[src/rtl/hybrid_cpu_pkg.sv]
// Shared definitions for the hybrid core instruction-memory path:
// memory geometry, requester ids and the fetch-arbiter state encoding.
package hybrid_cpu_pkg;

  localparam int unsigned IMEM_DEPTH = 128;
  localparam int unsigned IMEM_IDX_W = 7;

  localparam logic REQ_RV  = 1'b0;
  localparam logic REQ_X86 = 1'b1;

  typedef enum logic [1:0] {
    IDLE = 2'd0,
    WAIT = 2'd1,
    RESP = 2'd2
  } arb_state_e;

endpackage

[src/rtl/imem_fetch_arbiter_if.sv]
// Fetch-side and instr_mem-side bus of the instruction-memory arbiter.
// slave = arbiter view; master = front ends plus memory.
interface imem_fetch_arbiter_if;
  import hybrid_cpu_pkg::*;

  logic                  rv_req;
  logic [63:0]           rv_addr;
  logic                  rv_gnt;
  logic                  rv_rvalid;
  logic [31:0]           rv_rdata;
  logic                  x86_req;
  logic [63:0]           x86_addr;
  logic                  x86_gnt;
  logic                  x86_rvalid;
  logic [31:0]           x86_rdata;
  logic                  mem_en;
  logic [IMEM_IDX_W-1:0] mem_addr;
  logic [31:0]           mem_rdata;

  modport slave (
    input  rv_req, rv_addr, x86_req, x86_addr, mem_rdata,
    output rv_gnt, rv_rvalid, rv_rdata, x86_gnt, x86_rvalid, x86_rdata,
           mem_en, mem_addr
  );

  modport master (
    output rv_req, rv_addr, x86_req, x86_addr, mem_rdata,
    input  rv_gnt, rv_rvalid, rv_rdata, x86_gnt, x86_rvalid, x86_rdata,
           mem_en, mem_addr
  );

endinterface

[src/rtl/imem_arb_starve_ctr.sv]
// Saturating 8-bit lost-arbitration counter; clr has priority over inc.
module imem_arb_starve_ctr #(
  parameter logic [7:0] MAX = 8'd8
) (
  input  logic clk,
  input  logic rst_n,
  input  logic inc,
  input  logic clr,
  output logic at_max
);

  logic [7:0] cnt_q, cnt_d;

  always_comb begin
    cnt_d = cnt_q;
    if (clr)
      cnt_d = '0;
    else if (inc && (cnt_q != MAX))
      cnt_d = cnt_q + 8'd1;
  end

  always_ff @(posedge clk or negedge rst_n) begin
    if (!rst_n) cnt_q <= '0;
    else        cnt_q <= cnt_d;
  end

  assign at_max = (cnt_q == MAX);

endmodule

[src/rtl/imem_fetch_arbiter.sv]
// Arbitrates the single-ported instr_mem between the RISC-V and x86 fetch
// paths, one read in flight. Optional grant counters: IMEM_ARB_STATS_EN.
module imem_fetch_arbiter
  import hybrid_cpu_pkg::*;
#(
  parameter int unsigned MEM_LAT    = 1,
  parameter int unsigned STARVE_MAX = 8
) (
  input  logic                 clk,
  input  logic                 rst_n,
  input  logic                 x86_mode_active,
  imem_fetch_arbiter_if.slave  bus,
  output logic                 busy
`ifdef IMEM_ARB_STATS_EN
  ,
  output logic [31:0]          rv_grant_cnt,
  output logic [31:0]          x86_grant_cnt
`endif
);

  localparam logic [1:0] LAT_INIT = 2'(MEM_LAT - 1);

  arb_state_e      state_q, state_d;
  logic [1:0]      lat_q, lat_d;
  logic            win_q, win_d, win;
  logic [31:0]     rv_rdata_q, rv_rdata_d, x86_rdata_q, x86_rdata_d;
  logic            rv_gnt, x86_gnt, rv_rvalid, x86_rvalid, mem_en;
  logic [IMEM_IDX_W-1:0] mem_addr;
  logic            rv_inc, x86_inc, rv_at_max, x86_at_max;

  // Gating on rst_n keeps the combinational grant path quiet while reset is held.
  always_comb begin
    state_d     = state_q;
    lat_d       = lat_q;
    win_d       = win_q;
    rv_rdata_d  = rv_rdata_q;
    x86_rdata_d = x86_rdata_q;
    win         = REQ_RV;
    rv_gnt      = 1'b0;
    x86_gnt     = 1'b0;
    rv_rvalid   = 1'b0;
    x86_rvalid  = 1'b0;
    mem_en      = 1'b0;
    mem_addr    = '0;
    rv_inc      = 1'b0;
    x86_inc     = 1'b0;
    case (state_q)
      IDLE: begin
        if (rst_n && (bus.rv_req || bus.x86_req)) begin
          if (bus.rv_req && bus.x86_req) begin
            if (x86_mode_active) win = rv_at_max  ? REQ_RV  : REQ_X86;
            else                 win = x86_at_max ? REQ_X86 : REQ_RV;
          end else begin
            win = bus.x86_req ? REQ_X86 : REQ_RV;
          end
          rv_gnt   = (win == REQ_RV);
          x86_gnt  = (win == REQ_X86);
          rv_inc   = bus.rv_req  && x86_gnt;
          x86_inc  = bus.x86_req && rv_gnt;
          mem_en   = 1'b1;
          mem_addr = (win == REQ_X86) ? bus.x86_addr[IMEM_IDX_W+1:2]
                                      : bus.rv_addr[IMEM_IDX_W+1:2];
          lat_d    = LAT_INIT;
          win_d    = win;
          state_d  = WAIT;
        end
      end
      WAIT: begin
        if (lat_q == '0) begin
          if (win_q == REQ_X86) x86_rdata_d = bus.mem_rdata;
          else                  rv_rdata_d  = bus.mem_rdata;
          state_d = RESP;
        end else begin
          lat_d = lat_q - 2'd1;
        end
      end
      RESP: begin
        rv_rvalid  = (win_q == REQ_RV);
        x86_rvalid = (win_q == REQ_X86);
        state_d    = IDLE;
      end
      default: state_d = IDLE;
    endcase
  end

  always_ff @(posedge clk or negedge rst_n) begin
    if (!rst_n) begin
      state_q     <= IDLE;
      lat_q       <= '0;
      win_q       <= REQ_RV;
      rv_rdata_q  <= '0;
      x86_rdata_q <= '0;
    end else begin
      state_q     <= state_d;
      lat_q       <= lat_d;
      win_q       <= win_d;
      rv_rdata_q  <= rv_rdata_d;
      x86_rdata_q <= x86_rdata_d;
    end
  end

  imem_arb_starve_ctr #(.MAX(8'(STARVE_MAX))) u_rv_starve (
    .clk(clk), .rst_n(rst_n), .inc(rv_inc), .clr(rv_gnt), .at_max(rv_at_max)
  );

  imem_arb_starve_ctr #(.MAX(8'(STARVE_MAX))) u_x86_starve (
    .clk(clk), .rst_n(rst_n), .inc(x86_inc), .clr(x86_gnt), .at_max(x86_at_max)
  );

`ifdef IMEM_ARB_STATS_EN
  logic [31:0] rv_cnt_q, rv_cnt_d, x86_cnt_q, x86_cnt_d;

  always_comb begin
    rv_cnt_d  = rv_cnt_q  + (rv_gnt  ? 32'd1 : 32'd0);
    x86_cnt_d = x86_cnt_q + (x86_gnt ? 32'd1 : 32'd0);
  end

  always_ff @(posedge clk or negedge rst_n) begin
    if (!rst_n) begin
      rv_cnt_q  <= '0;
      x86_cnt_q <= '0;
    end else begin
      rv_cnt_q  <= rv_cnt_d;
      x86_cnt_q <= x86_cnt_d;
    end
  end

  assign rv_grant_cnt  = rv_cnt_q;
  assign x86_grant_cnt = x86_cnt_q;
`endif

  logic unused_addr_bits;
  assign unused_addr_bits = ^{bus.rv_addr[63:IMEM_IDX_W+2], bus.rv_addr[1:0],
                              bus.x86_addr[63:IMEM_IDX_W+2], bus.x86_addr[1:0]};

  assign bus.rv_gnt     = rv_gnt;
  assign bus.x86_gnt    = x86_gnt;
  assign bus.rv_rvalid  = rv_rvalid;
  assign bus.x86_rvalid = x86_rvalid;
  assign bus.rv_rdata   = rv_rdata_q;
  assign bus.x86_rdata  = x86_rdata_q;
  assign bus.mem_en     = mem_en;
  assign bus.mem_addr   = mem_addr;
  assign busy           = (state_q != IDLE);

endmodule

[src/flat_wrapper.sv]
// flat-port wrapper written by rule: the top's interface ports become plain ports
module imem_fetch_arbiter_flat import hybrid_cpu_pkg::*;
#(
  parameter int unsigned MEM_LAT    = 1,
  parameter int unsigned STARVE_MAX = 8
)
  (clk, rst_n, x86_mode_active, busy, bus_rv_req, bus_rv_addr, bus_x86_req, bus_x86_addr, bus_mem_rdata, bus_rv_gnt, bus_rv_rvalid, bus_rv_rdata, bus_x86_gnt, bus_x86_rvalid, bus_x86_rdata, bus_mem_en, bus_mem_addr);
  imem_fetch_arbiter_if bus_i ();
  input  logic clk;
  input  logic rst_n;
  input  logic x86_mode_active;
  output logic busy;
  input wire logic [$bits(bus_i.rv_req)-1:0] bus_rv_req;
  input wire logic [$bits(bus_i.rv_addr)-1:0] bus_rv_addr;
  input wire logic [$bits(bus_i.x86_req)-1:0] bus_x86_req;
  input wire logic [$bits(bus_i.x86_addr)-1:0] bus_x86_addr;
  input wire logic [$bits(bus_i.mem_rdata)-1:0] bus_mem_rdata;
  output wire logic [$bits(bus_i.rv_gnt)-1:0] bus_rv_gnt;
  output wire logic [$bits(bus_i.rv_rvalid)-1:0] bus_rv_rvalid;
  output wire logic [$bits(bus_i.rv_rdata)-1:0] bus_rv_rdata;
  output wire logic [$bits(bus_i.x86_gnt)-1:0] bus_x86_gnt;
  output wire logic [$bits(bus_i.x86_rvalid)-1:0] bus_x86_rvalid;
  output wire logic [$bits(bus_i.x86_rdata)-1:0] bus_x86_rdata;
  output wire logic [$bits(bus_i.mem_en)-1:0] bus_mem_en;
  output wire logic [$bits(bus_i.mem_addr)-1:0] bus_mem_addr;
  assign bus_i.rv_req = bus_rv_req;
  assign bus_i.rv_addr = bus_rv_addr;
  assign bus_i.x86_req = bus_x86_req;
  assign bus_i.x86_addr = bus_x86_addr;
  assign bus_i.mem_rdata = bus_mem_rdata;
  assign bus_rv_gnt = bus_i.rv_gnt;
  assign bus_rv_rvalid = bus_i.rv_rvalid;
  assign bus_rv_rdata = bus_i.rv_rdata;
  assign bus_x86_gnt = bus_i.x86_gnt;
  assign bus_x86_rvalid = bus_i.x86_rvalid;
  assign bus_x86_rdata = bus_i.x86_rdata;
  assign bus_mem_en = bus_i.mem_en;
  assign bus_mem_addr = bus_i.mem_addr;
  imem_fetch_arbiter #(.MEM_LAT(MEM_LAT), .STARVE_MAX(STARVE_MAX)) u_core (.clk(clk), .rst_n(rst_n), .x86_mode_active(x86_mode_active), .bus(bus_i), .busy(busy));
endmodule
[config.mk]
export PLATFORM = sky130hd
export DESIGN_NAME = imem_fetch_arbiter_flat
export DESIGN_NICKNAME = d
export VERILOG_FILES = /design/src/rtl/hybrid_cpu_pkg.sv /design/src/rtl/imem_fetch_arbiter_if.sv /design/src/rtl/imem_arb_starve_ctr.sv /design/src/rtl/imem_fetch_arbiter.sv /design/src/flat_wrapper.sv
export SDC_FILE = /design/constraint.sdc
export NUM_CORES = 1
export LEC_CHECK = 0
export ABC_AREA = 1
export CAP_MARGIN = 15
export CORE_UTILIZATION = 39
export CTS_CLUSTER_DIAMETER = 200
export DETAILED_ROUTE_END_ITERATION = 10
export DONT_BUFFER_PORTS = 1
export PLACE_DENSITY = 0.59
export SYNTH_ARGS = -nofsm -noshare
export SYNTH_HDL_FRONTEND = slang
export SYNTH_SLANG_ARGS = --single-unit
[constraint.sdc]
create_clock -name clk -period 1.82 [get_ports clk]
set_clock_uncertainty 0.2 [all_clocks]
set_input_delay 0.364 -clock clk [delete_from_list [all_inputs] [get_ports clk]]
set_output_delay 0.364 -clock clk [all_outputs]
set_load 0.01 [all_outputs]
==> impl_metrics.ini <==
[detailed_routing]
vias = 3042
routed_wl_mm = 8.73
drc = 0
via_per_inst = 4.82
drtPass1Iterations = 5
ant_nets = 0
wire_per_inst_um = 13.8
drt-initial-drc-count = 128

[cts]
clock-sinks = 85
cts_tree = built
holdBufCountCts = 32
cts_buffer_depth = 2
path_clk_slew_ns = 0.09
clock_latency_ns = 0.35
cts_buffers = 9
clockRootBuffer = clkbuf_8
htree_levels = 3

[yosys]
ys_seq_elements = 85
synth_top_cell_by_area = dfrtp_1
yosysTopAreaCellShare = 0.557
yosys_warnings = 0
syn-num-nets = 602
synthCells = 432
synth_area_sq_mm = 0.00382
synth.top_cells.by_area = dfrtp_1 (56%), nand2_1 (12%), o21ai_0 (8.6%), inv_1 (5.0%), nand3_1 (2.8%)
seq_area_frac_synth = 0.557
yosysUniqueCellTypes = 27
synth.avg_cell_area_sq_um = 8.84

[critical_path]
cp-start-kind = flip-flop
r2r_end = u_core.u_x86_starve.cnt_q[3]
arrival_ns = 1.71
rrSetupSlack_ns = -0.01
r2r_cells = 10
cp-end-kind = primary output
r2r_start = u_core.u_rv_starve.cnt_q[1]
required_ns = 1.26
crit_path_max_fanout = 7
critical_path_class = flip-flop to primary output

[finish]
regArea_sq_mm = 0.00213
final_common_cell = nand2_1
multi_input_area_sq_mm = 0.00154
final_cell_mix = nand2_1 (105), dfrtp_1 (85), o21ai_0 (66)
syn2layout_area_growth_pct = 28.1
nets = 667
finalInstanceArea_sq_mm = 0.00489
diodes = 0
num-fill-cells = 897
drive_gt1_frac = 0.203
final_util = 0.522

[timing]
worstMarginPinSlew_ns = 0.247
timing.fmax_mhz = 439
layout_setup_ws_ns = -0.457
finalHoldViolCount = 85
post-route-min-period_ns = 2.28
max-slew-margin-rel = 0.834
final-setup-viol-count = 11
hold_ws_ns = -0.506
slew_viol_final = 0
rsz0062_at_grt = yes
period_share = 1.25

[placement]
port_buffers = 0
place_hpwl_mm = 5.72
gp_congestion = 0.759
placed_area_sq_mm = 0.00425

[run]
drv_cap = 0

[floorplanning]
top_level_ports = 242
start_util = 0.408
die_h_um = 101
rows = 35
die_w_um = 101
die_area_sq_mm = 0.0102
core_area_sq_mm = 0.00937

[pwr]
power.density_mw_per_mm2 = 1180
peakVddDrop_v = 0.000752
p_leak_nw = 2.46
power.total_mw = 5.78

[status]
outcome = finished with violations
violations = hold timing, setup timing

[grt]
grt_start_max_net_pins = 94
grt_pass1_wl_mm = 14.0
grt_usage = 0.179
grt_overflow = 0
antenna_found_initial = 0
grt_pass1_vias = 3067

[worst_hold_path]
min_path_type = input pin to async pin
state kept, by name, indices dropped and copies added (netlist names):
| register | cells |
|---|---|
| u_core.bus.x86_rdata | 32 |
| u_core.win_q | 1 |
| u_core.bus.rv_rdata | 32 |
| u_core.u_rv_starve.cnt_q | 8 |
| u_core.u_x86_starve.cnt_q | 8 |
| u_core.state_q | 2 |
| u_core.lat_q | 2 |
cells by family (layout without fill, tap and decap cells):
family,count (synthesis),count (layout),synth area share
adders and majority gates,5,5,0.0164
and+or+nand+nor,189,189,0.231
buffers and inverters,71,141,0.0750
DFF,85,85,0.557
AOI/OAI and AO/OA,73,73,0.0999
xor gates and xnor gates,9,9,0.0206
worst max path at each step:
stage | from | to | depth (start not counted) | slack (ns)
after floorplan | u_core.u_x86_starve.cnt_q[1] | bus_mem_addr[0] | 11 | -0.18
after global placement | u_core.u_x86_starve.cnt_q[1] | bus_mem_addr[2] | 10 | -0.15
after detailed placement | u_core.u_x86_starve.cnt_q[1] | bus_mem_addr[2] | 10 | -0.17
after CTS | u_core.u_x86_starve.cnt_q[1] | bus_mem_addr[6] | 9 | -0.48
after global routing | u_core.u_x86_starve.cnt_q[1] | bus_mem_addr[5] | 10 | -0.55
final | u_core.u_rv_starve.cnt_q[1] | bus_mem_addr[5] | 10 | -0.46
cell type report:
| cell class | count | area share |
|---|---|---|
| inverters | 54 | 0.0435 |
| clock buffers | 9 | 0.0253 |
| multi-input cells | 276 | 0.315 |
| well taps | 129 | 0.0330 |
| clock inverters | 7 | 0.0164 |
| repair buffers | 71 | 0.132 |
| flip-flops and latches | 85 | 0.435 |
power breakdown:
part           switching, mW  internal (mW)  leakage [nW]  total [mW]
Combinational          0.535          0.460          1.27       0.995
Sequential             0.834           2.55          1.08        3.39
Clock                  0.744          0.654         0.102        1.40
Total                   2.11           3.67          2.46        5.78
routing by layer:
layer  wire [um]  global-route usage  vias up  share of wire
met5           0                   0        -              0
met4         184              0.0847        0          0.021
met3         669              0.0631       14          0.077
li1            -                   -     1507              -
met1        3810               0.213     1411           0.44
met2        4060               0.289      110           0.47
Yosys cell counts (all sizes together):
cell type and instances:
nor2 15, xor2 3, nand4 15, clkbuf 6
xnor2 6, nand2 125, nand3 24, nor3b 1
dfrtp 85, o22ai 1, buf 11, o21ai 68
nor3 6, ha 5, and3 2, inv 54
a21oi 4, nand3b 1
critical path, cell delays in order, from the launching register on:
cell and delay [ns]:
dfrtp_1 0.41, inv_2 0.08, ha_4 0.15, nand3_4 0.06
o21ai_4 0.17, nand3_4 0.11, nand2_4 0.09, nand2_4 0.06
inv_8 0.09, nand2_2 0.05, nand2_2 0.08
metrics by stage:
stage	worst slack (ns)	instances	setup TNS, ns
global route	-0.552	631	-5.12
CTS	-0.483	630	-4.33
detailed placement	-0.170	577	-2.06
finish	-0.457	631	-3.99
global placement	-0.154	577	-1.43
floorplan	-0.179	432	-1.16
what timing repair did:
item | CTS | global route
pin swaps | 11 | 12
resized for setup | 12 | 3
setup endpoints to repair | 27 | 25
hold endpoints to repair | 148 | 85
setup buffers | 7 | 2
(Power assumes the default switching activity.)
